==> src/rtl/riscv_pkg.sv <==
// riscv_pkg: state, opcode and datapath-select encodings shared by the multicycle control FSM
package riscv_pkg;
  typedef enum logic [3:0] {
    FETCH    = 4'd0,
    DECODE   = 4'd1,
    MEMADR   = 4'd2,
    MEMRD    = 4'd3,
    MEMWB    = 4'd4,
    MEMWR    = 4'd5,
    EXEC_R   = 4'd6,
    EXEC_I   = 4'd7,
    LUI      = 4'd8,
    ALUWB    = 4'd9,
    BRANCH   = 4'd10,
    JAL      = 4'd11,
    JALR     = 4'd12,
    JALR_LNK = 4'd13,
    TRAP     = 4'd14
  } mc_state_e;
  localparam logic [6:0] OP_LOAD   = 7'b0000011;
  localparam logic [6:0] OP_STORE  = 7'b0100011;
  localparam logic [6:0] OP_R      = 7'b0110011;
  localparam logic [6:0] OP_I      = 7'b0010011;
  localparam logic [6:0] OP_BRANCH = 7'b1100011;
  localparam logic [6:0] OP_JAL    = 7'b1101111;
  localparam logic [6:0] OP_JALR   = 7'b1100111;
  localparam logic [6:0] OP_LUI    = 7'b0110111;
  localparam logic [6:0] OP_AUIPC  = 7'b0010111;
  localparam logic [1:0] SRCA_PC    = 2'b00;
  localparam logic [1:0] SRCA_OLDPC = 2'b01;
  localparam logic [1:0] SRCA_RS1   = 2'b10;
  localparam logic [1:0] SRCA_ZERO  = 2'b11;
  localparam logic [1:0] SRCB_RS2   = 2'b00;
  localparam logic [1:0] SRCB_IMM   = 2'b01;
  localparam logic [1:0] SRCB_FOUR  = 2'b10;
  localparam logic [1:0] RES_ALUOUT = 2'b00;
  localparam logic [1:0] RES_RDATA  = 2'b01;
  localparam logic [1:0] RES_ALURES = 2'b10;
  localparam logic [1:0] ALU_ADD    = 2'b00;
  localparam logic [1:0] ALU_SUB    = 2'b01;
  localparam logic [1:0] ALU_FUNCT  = 2'b10;
  function automatic mc_state_e decode_next(input logic [6:0] op);
    case (op)
      OP_LOAD, OP_STORE: return MEMADR;
      OP_R:              return EXEC_R;
      OP_I:              return EXEC_I;
      OP_BRANCH:         return BRANCH;
      OP_JAL:            return JAL;
      OP_JALR:           return JALR;
      OP_LUI:            return LUI;
      OP_AUIPC:          return ALUWB;
      default:           return TRAP;
    endcase
  endfunction
endpackage

==> src/rtl/mc_bus_timer.sv <==
// mc_bus_timer: counts non-ready cycles of a memory request and flags expiry on the N-th one
module mc_bus_timer #(
  parameter int N = 4
) (
  input  logic clk_i,
  input  logic rstn_i,
  input  logic req_i,
  input  logic ready_i,
  output logic expired_o
);
  localparam int W = N > 1 ? $clog2(N) : 1;
  logic [W-1:0] cnt;
  assign expired_o = req_i && !ready_i && cnt == W'(N - 1);
  always_ff @(posedge clk_i or negedge rstn_i)
    if (!rstn_i) cnt <= '0;
    else cnt <= (req_i && !ready_i && !expired_o) ? cnt + W'(1) : '0;
endmodule

==> src/rtl/riscv_mc_fsm.sv <==
// riscv_mc_fsm: multicycle RISC-V main control FSM (mem req/ready handshake, bus timeout, sticky trap, instret)
module riscv_mc_fsm
  import riscv_pkg::*;
#(
  parameter int CNT_W       = 32,
  parameter int MEM_TIMEOUT = 0
) (
  input  logic             clk_i,
  input  logic             rstn_i,
  input  logic [6:0]       opcode_i,
  input  logic             branch_i,
  input  logic             mem_ready_i,
  output logic             mem_req_o,
  output logic             mem_we_o,
  output logic             AdrSrc_o,
  output logic             PCWrite_o,
  output logic             IRWrite_o,
  output logic             RegWrite_o,
  output logic [1:0]       ALUSrcA_o,
  output logic [1:0]       ALUSrcB_o,
  output logic [1:0]       ALUOp_o,
  output logic [1:0]       ResultSrc_o,
  output logic             trap_o,
  output logic             trap_cause_o,
  output logic [CNT_W-1:0] instret_o,
  output logic [3:0]       state_o
);
  mc_state_e state, state_nx;
  logic req, expired, retire;
  assign req = state inside {FETCH, MEMRD, MEMWR};
  generate
    if (MEM_TIMEOUT > 0) begin : g_timer
      mc_bus_timer #(.N(MEM_TIMEOUT)) u_timer (
        .clk_i    (clk_i),
        .rstn_i   (rstn_i),
        .req_i    (req),
        .ready_i  (mem_ready_i),
        .expired_o(expired)
      );
    end else begin : g_no_timer
      assign expired = 1'b0;
    end
  endgenerate
  always_comb begin
    state_nx = state;
    retire = 1'b0;
    case (state)
      FETCH:  state_nx = mem_ready_i ? DECODE : expired ? TRAP : FETCH;
      DECODE: state_nx = decode_next(opcode_i);
      MEMADR: state_nx = opcode_i[5] ? MEMWR : MEMRD;
      MEMRD:  state_nx = mem_ready_i ? MEMWB : expired ? TRAP : MEMRD;
      MEMWR: begin
        state_nx = mem_ready_i ? FETCH : expired ? TRAP : MEMWR;
        retire = mem_ready_i;
      end
      MEMWB, ALUWB, BRANCH, JALR_LNK: begin
        state_nx = FETCH;
        retire = 1'b1;
      end
      EXEC_R, EXEC_I, LUI, JAL: state_nx = ALUWB;
      JALR:    state_nx = JALR_LNK;
      default: state_nx = TRAP;
    endcase
  end
  always_ff @(posedge clk_i or negedge rstn_i)
    if (!rstn_i) begin
      state <= FETCH;
      trap_cause_o <= 1'b0;
      instret_o <= '0;
    end else begin
      state <= state_nx;
      if (state_nx == TRAP && state != TRAP) trap_cause_o <= state != DECODE;
      if (retire) instret_o <= instret_o + CNT_W'(1);
    end
  always_comb begin
    mem_we_o = 1'b0;
    AdrSrc_o = 1'b0;
    PCWrite_o = 1'b0;
    IRWrite_o = 1'b0;
    RegWrite_o = 1'b0;
    ALUSrcA_o = SRCA_PC;
    ALUSrcB_o = SRCB_RS2;
    ALUOp_o = ALU_ADD;
    ResultSrc_o = RES_ALUOUT;
    case (state)
      FETCH: begin
        ALUSrcB_o = SRCB_FOUR;
        ResultSrc_o = RES_ALURES;
        IRWrite_o = mem_ready_i;
        PCWrite_o = mem_ready_i;
      end
      DECODE: begin
        ALUSrcA_o = SRCA_OLDPC;
        ALUSrcB_o = SRCB_IMM;
      end
      MEMADR: begin
        ALUSrcA_o = SRCA_RS1;
        ALUSrcB_o = SRCB_IMM;
      end
      MEMRD: AdrSrc_o = 1'b1;
      MEMWB: begin
        ResultSrc_o = RES_RDATA;
        RegWrite_o = 1'b1;
      end
      MEMWR: begin
        mem_we_o = 1'b1;
        AdrSrc_o = 1'b1;
      end
      EXEC_R: begin
        ALUSrcA_o = SRCA_RS1;
        ALUOp_o = ALU_FUNCT;
      end
      EXEC_I: begin
        ALUSrcA_o = SRCA_RS1;
        ALUSrcB_o = SRCB_IMM;
        ALUOp_o = ALU_FUNCT;
      end
      LUI: begin
        ALUSrcA_o = SRCA_ZERO;
        ALUSrcB_o = SRCB_IMM;
      end
      ALUWB: RegWrite_o = 1'b1;
      BRANCH: begin
        ALUSrcA_o = SRCA_RS1;
        ALUOp_o = ALU_SUB;
        PCWrite_o = branch_i;
      end
      JAL: begin
        ALUSrcA_o = SRCA_OLDPC;
        ALUSrcB_o = SRCB_FOUR;
        PCWrite_o = 1'b1;
      end
      JALR: begin
        ALUSrcA_o = SRCA_RS1;
        ALUSrcB_o = SRCB_IMM;
        ResultSrc_o = RES_ALURES;
        PCWrite_o = 1'b1;
      end
      JALR_LNK: begin
        ALUSrcA_o = SRCA_OLDPC;
        ALUSrcB_o = SRCB_FOUR;
        ResultSrc_o = RES_ALURES;
        RegWrite_o = 1'b1;
      end
      default: ;
    endcase
  end
  // request is dropped combinationally while reset is held so an aborted access never looks valid
  assign mem_req_o = req && rstn_i;
  assign trap_o = state == TRAP;
  assign state_o = state;
endmodule

==> config.mk <==
export PLATFORM = sky130hd
export DESIGN_NAME = riscv_mc_fsm
export DESIGN_NICKNAME = d
export VERILOG_FILES = /design/src/rtl/riscv_pkg.sv /design/src/rtl/mc_bus_timer.sv /design/src/rtl/riscv_mc_fsm.sv
export SDC_FILE = /design/constraint.sdc
export NUM_CORES = 1
export LEC_CHECK = 0
export BUFFER_PORTS_ARGS = -buffer_cell sky130_fd_sc_hd__buf_4
export CAP_MARGIN = 20
export CELL_PAD_IN_SITES_DETAIL_PLACEMENT = 1
export CELL_PAD_IN_SITES_GLOBAL_PLACEMENT = 2
export CORE_MARGIN = 5
export CORE_UTILIZATION = 25
export CTS_CLUSTER_SIZE = 12
export DETAILED_ROUTE_END_ITERATION = 10
export GPL_TIMING_DRIVEN = 0
export PLACE_DENSITY_LB_ADDON = 0.1
export SLEW_MARGIN = 20
export SYNTH_ARGS = -nofsm -noshare
export SYNTH_HDL_FRONTEND = slang
export SYNTH_SLANG_ARGS = --single-unit
==> constraint.sdc <==
create_clock -name clk_i -period 3.2 [get_ports clk_i]
set_input_delay 0.32 -clock clk_i [delete_from_list [all_inputs] [get_ports clk_i]]
set_output_delay 0.32 -clock clk_i [all_outputs]
set_load 0.03 [all_outputs]
==> PnR_summary.wiki, run 1 <==
{| class="wikitable"
! Metric !! Value
|-
| Status || finished with violations
|-
| Violations in the final reports || hold timing
|-
| Final hold vios || 7
|-
| Top library cells by usage in the layout, fill and taps aside || 62 x buf_4, 37 x dfrtp_1, 26 x nor2_1, 26 x nand2_1, 21 x xor2_1
|-
| Antenna diode instance count || 0
|-
| Critical path start-end classification || register to output pin
|-
| Vias in the first global route || 1938
|-
| Initial antenna violation count || 0
|-
| Total clock buffers created by CTS || 5
|-
| Max-cap violations || 0
|-
| Pwr per Cell Area || 783.4 nW/um2
|-
| Root Driver || clkbuf_8
|-
| Tcrit/Tclk final || 81.65%
|-
| Worst flop-to-flop path endpoint || instret_o[22]$_DFFE_PN0P_
|-
| Count of mapped cells out of synthesis || 228
|-
| Worst-case register-to-register setup slack || 0.92 ns
|-
| Unrepaired setup endpoints after global routing || no
|-
| Count of nets left with antenna violations after detail routing || 0
|-
| Iteration-0 DRC count of the detailed router || 29
|-
| Placement-stage cell area || 2668 um2
|-
| Min Hold Slack || -0.01478 ns
|-
| Sum of routed wire length over all layers || 5779 um
|-
| Count of final max-slew check failures || 0
|-
| Post-synthesis cell area || 2071 um2
|-
| Overall routing resource usage || 11.59%
|-
| Rel. slew slack || 66.48%
|-
| Most common cell after layout, fill and taps aside || buf_4
|-
| CTS Hold Buffers Added || 0
|-
| Synth unique cells || 40
|-
| First-pass GRT wire length || 9453 um
|-
| Max Root-Sink Buffers || 2
|-
| Cell taking the most area after synthesis || dfrtp_1
|-
| Area of all placed cells without fillers || 2764 um2
|-
| Minimum setup slack after placement || 0.8364 ns
|-
| Setup TNS || 0 ns
|-
| Sequential area share after synthesis || 44.71%
|-
| Layout Area Growth over Synthesis || 33.47%
|-
| Hold Path Class || input port to asynchronous set/reset pin
|-
| Tmin final || 2.613 ns
|-
| Average footprint of a synthesized cell || 9.082 um2
|-
| Largest clock skew in the final design || 0.008608 ns
|-
| DRC violations left || 0
|-
| Share of layout cells above drive strength 1 || 27.85%
|-
| Overall die height || 101.0 um
|-
| Startpoint of the most critical register-to-register path || state_o[3]$_DFF_PN0_
|-
| Final setup violating endpoints || 0
|-
| Worst setup SP type || register
|-
| Number of nets in the synthesized netlist || 240
|-
| Arrival time of data at the critical path endpoint || 2.29 ns
|-
| Post-layout worst setup margin || 0.5871 ns
|-
| Source of the critical timing path || state_o[1]$_DFF_PN0_
|-
| Ys Warns || 0
|-
| Overflow left after global routing || 0
|-
| Final estimated routing congestion in global placement || 0.7382
|-
| Number of flip-flops and latches in the synthesized netlist || 37
|-
| Post-CTS resize count || 0
|-
| Port Buffer Count || 62
|-
| Max Clock Freq || 382.7 MHz
|-
| Static leakage || 1.357 nW
|-
| Detailed-placement wirelength estimate || 4422 um
|-
| Worst IR Drop VDD || 0.0003668 V
|-
| Number of rows created at floorplan || 33
|-
| Initial core utilization || 25.46%
|-
| I/O pin count || 63
|-
| Number of H-tree levels || 2
|-
| Drt pass-1 iters || 4
|-
| DR WL/cell || 14.34 um
|-
| CTS tree || built
|-
| Pin count of the biggest net entering global routing || 39
|-
| CP endpoint kind || output pin
|-
| Worst Reg-to-Reg Cells || 6
|-
| Via count || 1875
|-
| Core footprint || 8134 um2
|-
| Final-layout fill cell count || 1001
|-
| Post-CTS Setup Inserts || 0
|-
| Area contributors post-synth || dfrtp_1 45%, xor2_1 8.9%, nand2_1 4.7%
|-
| Clock sink count || 37
|-
| DIE AREA || 10200 um2
|-
| Slew at the pin closest to its max-slew limit || 0.5028 ns
|-
| Die X || 101.0 um
|-
| Clock latency of the later-clocked register in the worst-skew pair || 0.29 ns
|-
| Count of nets after finishing || 309
|-
| Area fraction of the dominant cell type after synthesis || 44.71%
|-
| Endpoint required time on the critical path || 2.88 ns
|-
| Register clock-pin slew on the reported worst setup and hold paths || 0.08 ns
|-
| Peak fanout along the critical path || 10
|-
| Vias per inst || 4.653
|}
[worst max-delay path, cell delays in order (launching register included)]
cell and delay, ns:
dfrtp_1 0.49, clkbuf_1 0.40, inv_1 0.16, nand2_1 0.27, nand2_1 0.08, nor2_1 0.14
a21oi_1 0.06, nor3b_1 0.21, buf_4 0.19
[kinds of logic after synthesis]
group,count (synthesis),share of synthesized area [%]
xor gates and xnor gates,32,13.53
adders and majority gates,1,0.6041
buffers and inverters,18,3.323
DFF,37,44.71
and+or+nand+nor,108,26.95
AOI/OAI and AO/OA,29,9.245
muxes,3,1.631
[how the worst max path moves through the flow]
stage                                end  slack, ns
2_1_floorplan                  mem_req_o       0.74
3_3_place_gp   instret_o[21]$_DFFE_PN0P_       0.80
3_5_place_dp   instret_o[21]$_DFFE_PN0P_       0.84
4_1_cts                        mem_req_o       0.50
5_1_grt                        mem_req_o       0.28
6_report                       mem_req_o       0.59
[registers in the layout (all words and copies together) (netlist names)]
name          cells
instret_o        32
state_o           4
trap_cause_o      1
[Yosys cell counts (all sizes together)]
| master | count |
|---|---|
| dfrtp | 37 |
| nand2 | 26 |
| nor2 | 26 |
| xor2 | 21 |
| nor3 | 16 |
| nand3 | 11 |
| xnor2 | 11 |
| inv | 10 |
| a21oi | 8 |
| nor2b | 5 |
| o22ai | 5 |
| buf | 4 |
| clkbuf | 4 |
| nand4 | 4 |
| nor4 | 4 |
| o21ai | 4 |
| a31oi | 3 |
| mux2 | 3 |
| o21a | 3 |
| or2 | 3 |
| or3 | 3 |
| and2 | 2 |
| nand2b | 2 |
| nor3b | 2 |
| a2bb2oi | 1 |
| a32oi | 1 |
| and3 | 1 |
| and3b | 1 |
| and4 | 1 |
| ha | 1 |
| o211a | 1 |
| o211ai | 1 |
| o221ai | 1 |
| o311ai | 1 |
| or4 | 1 |
[area by class of cell]
| class | count | area (um2) | area share [%] |
|---|---|---|---|
| multi-input combinational | 173 | 1076 | 38.93 |
| sequential | 37 | 925.9 | 33.50 |
| clock inverter | 2 | 13.76 | 0.4980 |
| clock buffer | 6 | 82.58 | 2.988 |
| buffer | 8 | 31.28 | 1.132 |
| inverter | 10 | 37.54 | 1.358 |
| tap | 105 | 131.4 | 4.753 |
| timing repair buffer | 62 | 465.4 | 16.84 |
[metrics by stage]
stage,utilization (%),hold slack [ns],power (mW),cells
after floorplan,-,0.02441,1.423,228
after global placement,32.80,0.3338,1.861,395
after detailed placement,32.80,0.3309,1.854,395
after CTS,33.98,0.01043,2.215,403
after global routing,33.98,0.03671,2.319,403
final,33.98,-0.01478,2.165,403
[where the power goes]
group | leakage (nW) | switching (mW) | internal [mW]
combinational | 0.838 | 0.765 | 0.431
clock | 0.0512 | 0.173 | 0.175
sequential | 0.468 | 0.0865 | 0.535
[per-layer routing]
metal  wire length (um)  track usage (%)
met1               2649            14.88
met3                254            2.076
met5                  0                0
met2               2784            19.39
met4                 90            4.294
No activity file was read; power rests on OpenSTA's default activity.
==> run 2: changes to the inputs <==
==> constraint.sdc (replaced) <==
create_clock -name clk_i -period 2.7 [get_ports clk_i]
set_input_delay 0.27 -clock clk_i [delete_from_list [all_inputs] [get_ports clk_i]]
set_output_delay 0.27 -clock clk_i [all_outputs]
set_load 0.03 [all_outputs]
==> run 2 against run 1 <==
  * Routed wire length is 0.17% higher
  * Cell area is 0.41% higher
  * Largest power group unchanged
  * The run now ends clean
  * Critical path depth stayed put
  * Final cell count is 0.25% higher
  * Critical path type unchanged
  * Register-to-register slack worse by 0.51 ns
==> PnR_summary.wiki, run 2 (synthesis results as in run 1) <==
{| class="wikitable"
! Metric !! Value
|-
| Drt pass-1 iters || 4 (unchanged)
|-
| Combined area of the multi-input logic cells || 1076 um2 (unchanged)
|-
| Worst IR Drop VDD || 0.0004351 V (was 0.0003668 V)
|-
| Tcrit/Tclk final || 92.16%
|-
| Arrival time of data at the critical path endpoint || 2.22 ns (was 2.29 ns)
|-
| Overall die height || 101.0 um (unchanged)
|-
| Largest clock skew in the final design || 0.007779 ns (was 0.008608 ns)
|-
| Vias in the first global route || 1947 (was 1938)
|-
| Slew at the pin closest to its max-slew limit || 0.5033 ns (was 0.5028 ns)
|-
| Via count || 1875 (unchanged)
|-
| Total area of sequential cells || 925.9 um2 (unchanged)
|-
| Critical path start-end classification || register to output pin (unchanged)
|-
| DRC violations left || 0 (unchanged)
|-
| Sum of routed wire length over all layers || 5789 um (was 5779 um)
|-
| Number of H-tree levels || 2 (unchanged)
|-
| Final core occ || 34.12% (was 33.98%)
|-
| Worst setup SP type || register (unchanged)
|-
| Final-layout fill cell count || 998 (was 1001)
|-
| Register clock-pin slew on the reported worst setup and hold paths || 0.07 ns (was 0.08 ns)
|-
| Area of all placed cells without fillers || 2775 um2 (was 2764 um2)
|-
| Tmin final || 2.488 ns
|-
| Count of nets after finishing || 310 (was 309)
|-
| Placement-stage cell area || 2668 um2 (unchanged)
|-
| Die X || 101.0 um (unchanged)
|-
| Initial core utilization || 25.46% (unchanged)
|-
| Buf/Inv on CP || 3 (unchanged)
|-
| Max Clock Freq || 401.9 MHz
|-
| Total clock buffers created by CTS || 5 (unchanged)
|-
| Top library cells by usage in the layout, fill and taps aside || 62 x buf_4, 37 x dfrtp_1, 26 x nor2_1, 26 x nand2_1, 21 x xor2_1 (unchanged)
|-
| Most common cell after layout, fill and taps aside || buf_4 (unchanged)
|-
| Endpoint required time on the critical path || 2.43 ns (was 2.88 ns)
|-
| Endpoint of the worst hold path || state_o[3]$_DFF_PN0_
|-
| Max reg flops || 32 (unchanged)
|-
| Pin count of the biggest net entering global routing || 39 (unchanged)
|-
| CTS tree || built (unchanged)
|-
| Hold Path Class || input port to register (was input port to asynchronous set/reset pin)
|-
| Overflow left after global routing || 0 (unchanged)
|-
| Count of nets left with antenna violations after detail routing || 0 (unchanged)
|-
| Worst flop-to-flop path endpoint || instret_o[22]$_DFFE_PN0P_ (unchanged)
|-
| Clock latency of the later-clocked register in the worst-skew pair || 0.29 ns (about the same)
|-
| Startpoint of the most critical register-to-register path || state_o[3]$_DFF_PN0_ (unchanged)
|-
| Vias per inst || 4.641 (was 4.653)
|-
| Port Buffer Count || 62 (unchanged)
|-
| Iteration-0 DRC count of the detailed router || 34 (was 29)
|-
| Antenna diode instance count || 0 (unchanged)
|-
| Static leakage || 1.365 nW (was 1.357 nW)
|-
| DIE AREA || 10200 um2 (unchanged)
|-
| Count of final max-slew check failures || 0 (unchanged)
|-
| I/O pin count || 63 (unchanged)
|-
| Top register by number of flip-flops || instret_o (unchanged)
|-
| Layout Area Growth over Synthesis || 34.02% (was 33.47%)
|-
| Final hold vios || 0 (was 7)
|-
| Minimum setup slack after placement || 0.3364 ns (was 0.8364 ns)
|-
| Initial antenna violation count || 0 (unchanged)
|-
| Worst-case register-to-register setup slack || 0.41 ns (was 0.92 ns)
|-
| Worst-path cell with the longest stage delay || clkbuf_1 (was dfrtp_1)
|-
| Final estimated routing congestion in global placement || 0.7382 (unchanged)
|-
| Overall routing resource usage || 11.62% (was 11.59%)
|-
| Setup TNS || 0 ns (unchanged)
|-
| DR WL/cell || 14.33 um (was 14.34 um)
|-
| Gate family responsible for the most delay along the worst path || buffers and inverters (unchanged)
|-
| Final setup violating endpoints || 0 (unchanged)
|-
| Post-layout worst setup margin || 0.2117 ns (was 0.5871 ns)
|-
| Largest stage delay on the critical path || 0.39 ns (was 0.49 ns)
|-
| Worst Reg-to-Reg Cells || 6 (unchanged)
|-
| Max Root-Sink Buffers || 2 (unchanged)
|-
| Min-delay src || opcode_i[6]
|-
| Crit-path cells || clkbuf_1 -> clkbuf_1 -> nand2_1 -> nand2_1 -> nor2_1 -> a21oi_1 -> o21a_1 -> buf_4 (was clkbuf_1 -> inv_1 -> nand2_1 -> nand2_1 -> nor2_1 -> a21oi_1 -> nor3b_1 -> buf_4)
|-
| First-pass GRT wire length || 9480 um (was 9453 um)
|-
| Max-cap violations || 0 (unchanged)
|-
| Clock sink count || 37 (unchanged)
|-
| Core footprint || 8134 um2 (unchanged)
|-
| Pwr per Cell Area || 926.0 nW/um2 (was 783.4 nW/um2)
|-
| Peak fanout along the critical path || 10 (unchanged)
|-
| CP endpoint kind || output pin (unchanged)
|-
| Share of layout cells above drive strength 1 || 28.09% (was 27.85%)
|-
| Number of rows created at floorplan || 33 (unchanged)
|-
| Worst hold path stage count || 3
|-
| Rel. slew slack || 66.45% (was 66.48%)
|-
| Status || completed (was finished with violations)
|-
| Root Driver || clkbuf_8 (unchanged)
|-
| Unrepaired setup endpoints after global routing || no (unchanged)
|-
| Detailed-placement wirelength estimate || 4422 um (unchanged)
|}
[run 2: changes by cell type in the layout (fill, tap and decap cells not counted), sizes merged]
cell,before,now
dlygate4sd3,0,1
[run 2: worst max path at each step]
stage          slack (ns)            startpoint                         to  cells after the start
4_1_cts              0.05  state_o[1]$_DFF_PN0_                  mem_req_o                      8
3_5_place_dp         0.34  state_o[3]$_DFF_PN0_  instret_o[21]$_DFFE_PN0P_                      6
6_report             0.21  state_o[0]$_DFF_PN0_               ALUSrcB_o[0]                      8
3_3_place_gp         0.30  state_o[3]$_DFF_PN0_  instret_o[21]$_DFFE_PN0P_                      6
5_1_grt              0.02  state_o[0]$_DFF_PN0_               ALUSrcB_o[0]                      8
2_1_floorplan        0.29  state_o[1]$_DFF_PN0_                  mem_req_o                      7
[run 2: final cells by class]
class                      count  area share, %
multi-input combinational    173          38.77
sequential                    37          33.36
buffer                         8          1.172
tap                          105          4.734
clock buffer                   6          2.976
clock inverter                 2         0.4959
inverter                      10          1.353
timing repair buffer          63          17.13
[run 2: power by group]
group / leakage (nW) / switching [mW] / internal [mW]
Clock: 0.0512 / 0.206 / 0.207
Sequential: 0.468 / 0.103 / 0.634
Combinational: 0.845 / 0.907 / 0.513
Total: 1.36 / 1.22 / 1.35
[run 2: stage by stage]
stage	total power, mW	hold WS, ns	instances
after global routing	2.751	0.3569	404
after floorplan	1.687	-0.02559	228
after detailed placement	2.197	0.2809	395
final	2.570	0.3500	404
after global placement	2.205	0.2838	395
after CTS	2.626	0.3438	404
[run 2: timing repair]
action / 4_1_cts / 5_1_grt
hold buffers: 1 / 0
setup buffers: 0 / 0
gates resized for setup: 0 / 2
endpoints found under the hold margin: 37 / 0
setup endpoints to repair: 0 / 3
[run 2: tightest hold or removal path: stages]
cell and delay (ns):
buf_4 0.10, nor3_1 0.06, o211ai_1 0.16
[run 2: per-layer routing]
metal / share of wire (%) / up-vias / track usage (%)
li1: - / 917 / -
met1: 46 / 913 / 14.88
met2: 48 / 38 / 19.49
met3: 4.4 / 7 / 2.076
met4: 1.6 / 0 / 4.294
met5: 0 / - / 0
==> run 3: changes to the inputs <==
--- a/config.mk
+++ b/config.mk
@@ -6,15 +6,12 @@
 export NUM_CORES = 1
 export LEC_CHECK = 0
 export BUFFER_PORTS_ARGS = -buffer_cell sky130_fd_sc_hd__buf_4
-export CAP_MARGIN = 20
-export CELL_PAD_IN_SITES_DETAIL_PLACEMENT = 1
-export CELL_PAD_IN_SITES_GLOBAL_PLACEMENT = 2
+export CAP_MARGIN = 30
 export CORE_MARGIN = 5
 export CORE_UTILIZATION = 25
 export CTS_CLUSTER_SIZE = 12
 export DETAILED_ROUTE_END_ITERATION = 10
 export GPL_TIMING_DRIVEN = 0
-export PLACE_DENSITY_LB_ADDON = 0.1
 export SLEW_MARGIN = 20
 export SYNTH_ARGS = -nofsm -noshare
 export SYNTH_HDL_FRONTEND = slang
==> run 3 against run 2 <==
  * First-iteration DRC count grew 53%
  * Largest cell class unchanged
  * Fmax is 0.39% higher
  * Count of clock-buffer cells in the layout grew 1
  * Total power increased by 2.2%
  * Cell area up 0.72%
  * Global-route usage shrank 1.3 points
  * Clock power grew 17%
==> PnR_summary.wiki, run 3 (synthesis results as in run 1) <==
{| class="wikitable"
! Metric !! Value
|-
| Crit-path cells || clkbuf_1 -> clkbuf_1 -> nand2_1 -> nand2_1 -> nor2_1 -> a21oi_1 -> o21a_1 -> buf_4 (unchanged)
|-
| Overall die height || 101.0 um (unchanged)
|-
| Placement-stage cell area || 2668 um2 (unchanged)
|-
| Post-layout worst setup margin || 0.2212 ns (was 0.2117 ns)
|-
| WL met3 || 377 um (was 252 um)
|-
| Top library cells by usage in the layout, fill and taps aside || 62 x buf_4, 37 x dfrtp_1, 26 x nor2_1, 26 x nand2_1, 21 x xor2_1 (unchanged)
|-
| Largest stage delay on the critical path || 0.39 ns (about the same)
|-
| P_int || 1.449 mW (was 1.354 mW)
|-
| Initial core utilization || 25.46% (unchanged)
|-
| CP endpoint kind || output pin (unchanged)
|-
| I/O pin count || 63 (unchanged)
|-
| Combined area of the multi-input logic cells || 1076 um2 (unchanged)
|-
| Clock latency of the later-clocked register in the worst-skew pair || 0.28 ns (was 0.29 ns)
|-
| Status || completed (unchanged)
|-
| Total number of cells along the worst setup path || 8 (unchanged)
|-
| Source of the critical timing path || state_o[0]$_DFF_PN0_ (unchanged)
|-
| Rel. slew slack || 67.58% (was 66.45%)
|-
| Via count || 1817 (was 1875)
|-
| Final estimated routing congestion in global placement || 0.8515 (was 0.7382)
|-
| Max reg flops || 32 (unchanged)
|-
| Min Hold Slack || 0.3797 ns (was 0.3500 ns)
|-
| Register clock-pin slew on the reported worst setup and hold paths || 0.07 ns (about the same)
|-
| Peak fanout along the critical path || 10 (unchanged)
|-
| First-pass GRT wire length || 8487 um (was 9480 um)
|-
| Endpoint required time on the critical path || 2.43 ns (about the same)
|-
| Post-Route M1 WL || 2315 um (was 2652 um)
|-
| Switching power of the nets || 1.177 mW (was 1.216 mW)
|-
| Share of layout cells above drive strength 1 || 27.76% (was 28.09%)
|-
| Count of nets after finishing || 310 (unchanged)
|-
| Top register by number of flip-flops || instret_o (unchanged)
|-
| Worst setup SP type || register (unchanged)
|-
| Tmin final || 2.479 ns (was 2.488 ns)
|-
| Vias in the first global route || 1780 (was 1947)
|-
| Worst flop-to-flop path endpoint || instret_o[21]$_DFFE_PN0P_ (was instret_o[22]$_DFFE_PN0P_)
|-
| Overall routing resource usage || 10.29% (was 11.62%)
|-
| Total clock buffers created by CTS || 5 (unchanged)
|-
| Antenna diode instance count || 0 (unchanged)
|-
| Static leakage || 1.372 nW (was 1.365 nW)
|-
| Count of final max-slew check failures || 0 (unchanged)
|-
| Sum of routed wire length over all layers || 5082 um (was 5789 um)
|-
| Hold Path Class || input port to register (unchanged)
|-
| Number of H-tree levels || 2 (unchanged)
|-
| Gate family responsible for the most delay along the worst path || buffers and inverters (unchanged)
|-
| Worst Reg-to-Reg Cells || 6 (unchanged)
|-
| Final setup violating endpoints || 0 (unchanged)
|-
| Overflow left after global routing || 0 (unchanged)
|-
| Final-layout fill cell count || 829 (was 998)
|-
| Arrival time of data at the critical path endpoint || 2.21 ns (was 2.22 ns)
|-
| Worst-path cell with the longest stage delay || clkbuf_1 (unchanged)
|-
| Setup TNS || 0 ns (unchanged)
|-
| Worst IR Drop VDD || 0.0003819 V (was 0.0004351 V)
|-
| Area of all placed cells without fillers || 2795 um2 (was 2775 um2)
|-
| Startpoint of the most critical register-to-register path || state_o[1]$_DFF_PN0_ (was state_o[3]$_DFF_PN0_)
|-
| Layout Area Growth over Synthesis || 34.98% (was 34.02%)
|-
| Met2 layer wire length in the routed design || 2342 um (was 2793 um)
|-
| Iteration-0 DRC count of the detailed router || 52 (was 34)
|-
| Critical path start-end classification || register to output pin (unchanged)
|-
| Total area of sequential cells || 925.9 um2 (unchanged)
|-
| Max Clock Freq || 403.4 MHz (was 401.9 MHz)
|-
| DR WL/cell || 12.58 um (was 14.33 um)
|-
| Buf/Inv on CP || 3 (unchanged)
|-
| End of the critical path || ALUSrcB_o[0] (unchanged)
|-
| CTS tree || built (unchanged)
|-
| Share of total power in sequential cells || 28.0% (was 28.7%)
|-
| Comb power frac || 53.6% (was 55.3%)
|-
| Minimum setup slack after placement || 0.3517 ns (was 0.3364 ns)
|-
| Port Buffer Count || 62 (unchanged)
|-
| Vias per inst || 4.498 (was 4.641)
|-
| Most common cell after layout, fill and taps aside || buf_4 (unchanged)
|-
| Max Root-Sink Buffers || 2 (unchanged)
|-
| Tcrit/Tclk final || 91.81% (was 92.16%)
|-
| Die X || 101.0 um (unchanged)
|-
| Count of nets left with antenna violations after detail routing || 0 (unchanged)
|-
| Pwr per Cell Area || 939.7 nW/um2 (was 926.0 nW/um2)
|-
| DRC violations left || 0 (unchanged)
|-
| Worst-case register-to-register setup slack || 0.38 ns (was 0.41 ns)
|-
| Unrepaired setup endpoints after global routing || no (unchanged)
|-
| Number of rows created at floorplan || 33 (unchanged)
|-
| Detailed-placement wirelength estimate || 3860 um (was 4422 um)
|-
| Largest clock skew in the final design || 0.006694 ns (was 0.007779 ns)
|-
| Max-cap violations || 0 (unchanged)
|-
| Core footprint || 8134 um2 (unchanged)
|-
| DIE AREA || 10200 um2 (unchanged)
|-
| Clock sink count || 37 (unchanged)
|-
| Initial antenna violation count || 0 (unchanged)
|-
| Switching part of the total || 44.83% (was 47.33%)
|-
| Post-CTS Setup Inserts || 0 (unchanged)
|-
| Root Driver || clkbuf_8 (unchanged)
|-
| Share of total power in the clock network || 18.4% (was 16.1%)
|-
| Drt pass-1 iters || 4 (unchanged)
|-
| Top sig layer || met4 (unchanged)
|-
| Pin count of the biggest net entering global routing || 39 (unchanged)
|-
| Slew at the pin closest to its max-slew limit || 0.4863 ns (was 0.5033 ns)
|-
| Final Total Pwr || 2.627 mW (was 2.570 mW)
|-
| Final hold vios || 0 (unchanged)
|}
run 3: worst min path at each step:
stage                                            to   startpoint  cells after the start
after floorplan            instret_o[0]$_DFFE_PN0P_       rstn_i                      0
after global placement    instret_o[19]$_DFFE_PN0P_       rstn_i                      1
after detailed placement  instret_o[22]$_DFFE_PN0P_       rstn_i                      1
after CTS                      state_o[3]$_DFF_PN0_  opcode_i[6]                      3
after global routing           state_o[3]$_DFF_PN0_  opcode_i[6]                      3
final                          state_o[3]$_DFF_PN0_  opcode_i[6]                      3
run 3: power groups by stage:
stage / Clock (mW) / Sequential [mW] / Combinational [mW]
floorplan: 0 / 0.869 / 0.817
global placement: 0 / 0.747 / 1.41
detailed placement: 0 / 0.747 / 1.41
CTS: 0.505 / 0.738 / 1.42
global route: 0.534 / 0.753 / 1.52
finish: 0.483 / 0.737 / 1.41
run 3: timing repair:
item | CTS | global route
setup endpoints to repair | 0 | 1
gates resized for setup | 0 | 2
hold endpoints to repair | 37 | 0
hold buffers | 1 | 0
run 3: tightest hold or removal path: cells and delay by family:
family	cells	cell delay, ns
and+or+nand+nor	1	0.06
buffers and inverters	1	0.10
AOI/OAI and AO/OA	1	0.19
run 3: cell type report:
type	count	share of cell area, %
Clock inverter	1	1.074
Inverter	10	1.343
Sequential cell	37	33.12
Clock buffer	7	3.089
Tap cell	105	4.700
Multi-Input combinational cell	173	38.50
Buffer	8	1.164
Timing Repair Buffer	63	17.01
run 3: per-layer routing:
| metal | up-vias | GRT usage [%] |
|---|---|---|
| met5 | - | 0 |
| met4 | 0 | 2.965 |
| met3 | 6 | 3.945 |
| met2 | 43 | 15.70 |
| met1 | 848 | 13.55 |
| li1 | 920 | - |
run 3: through the flow:
| stage | instances | utilization [%] |
|---|---|---|
| after floorplan | 228 | - |
| after global placement | 395 | 32.80 |
| after detailed placement | 395 | 32.80 |
| after CTS | 404 | 34.35 |
| after global routing | 404 | 34.36 |
| final | 404 | 34.36 |
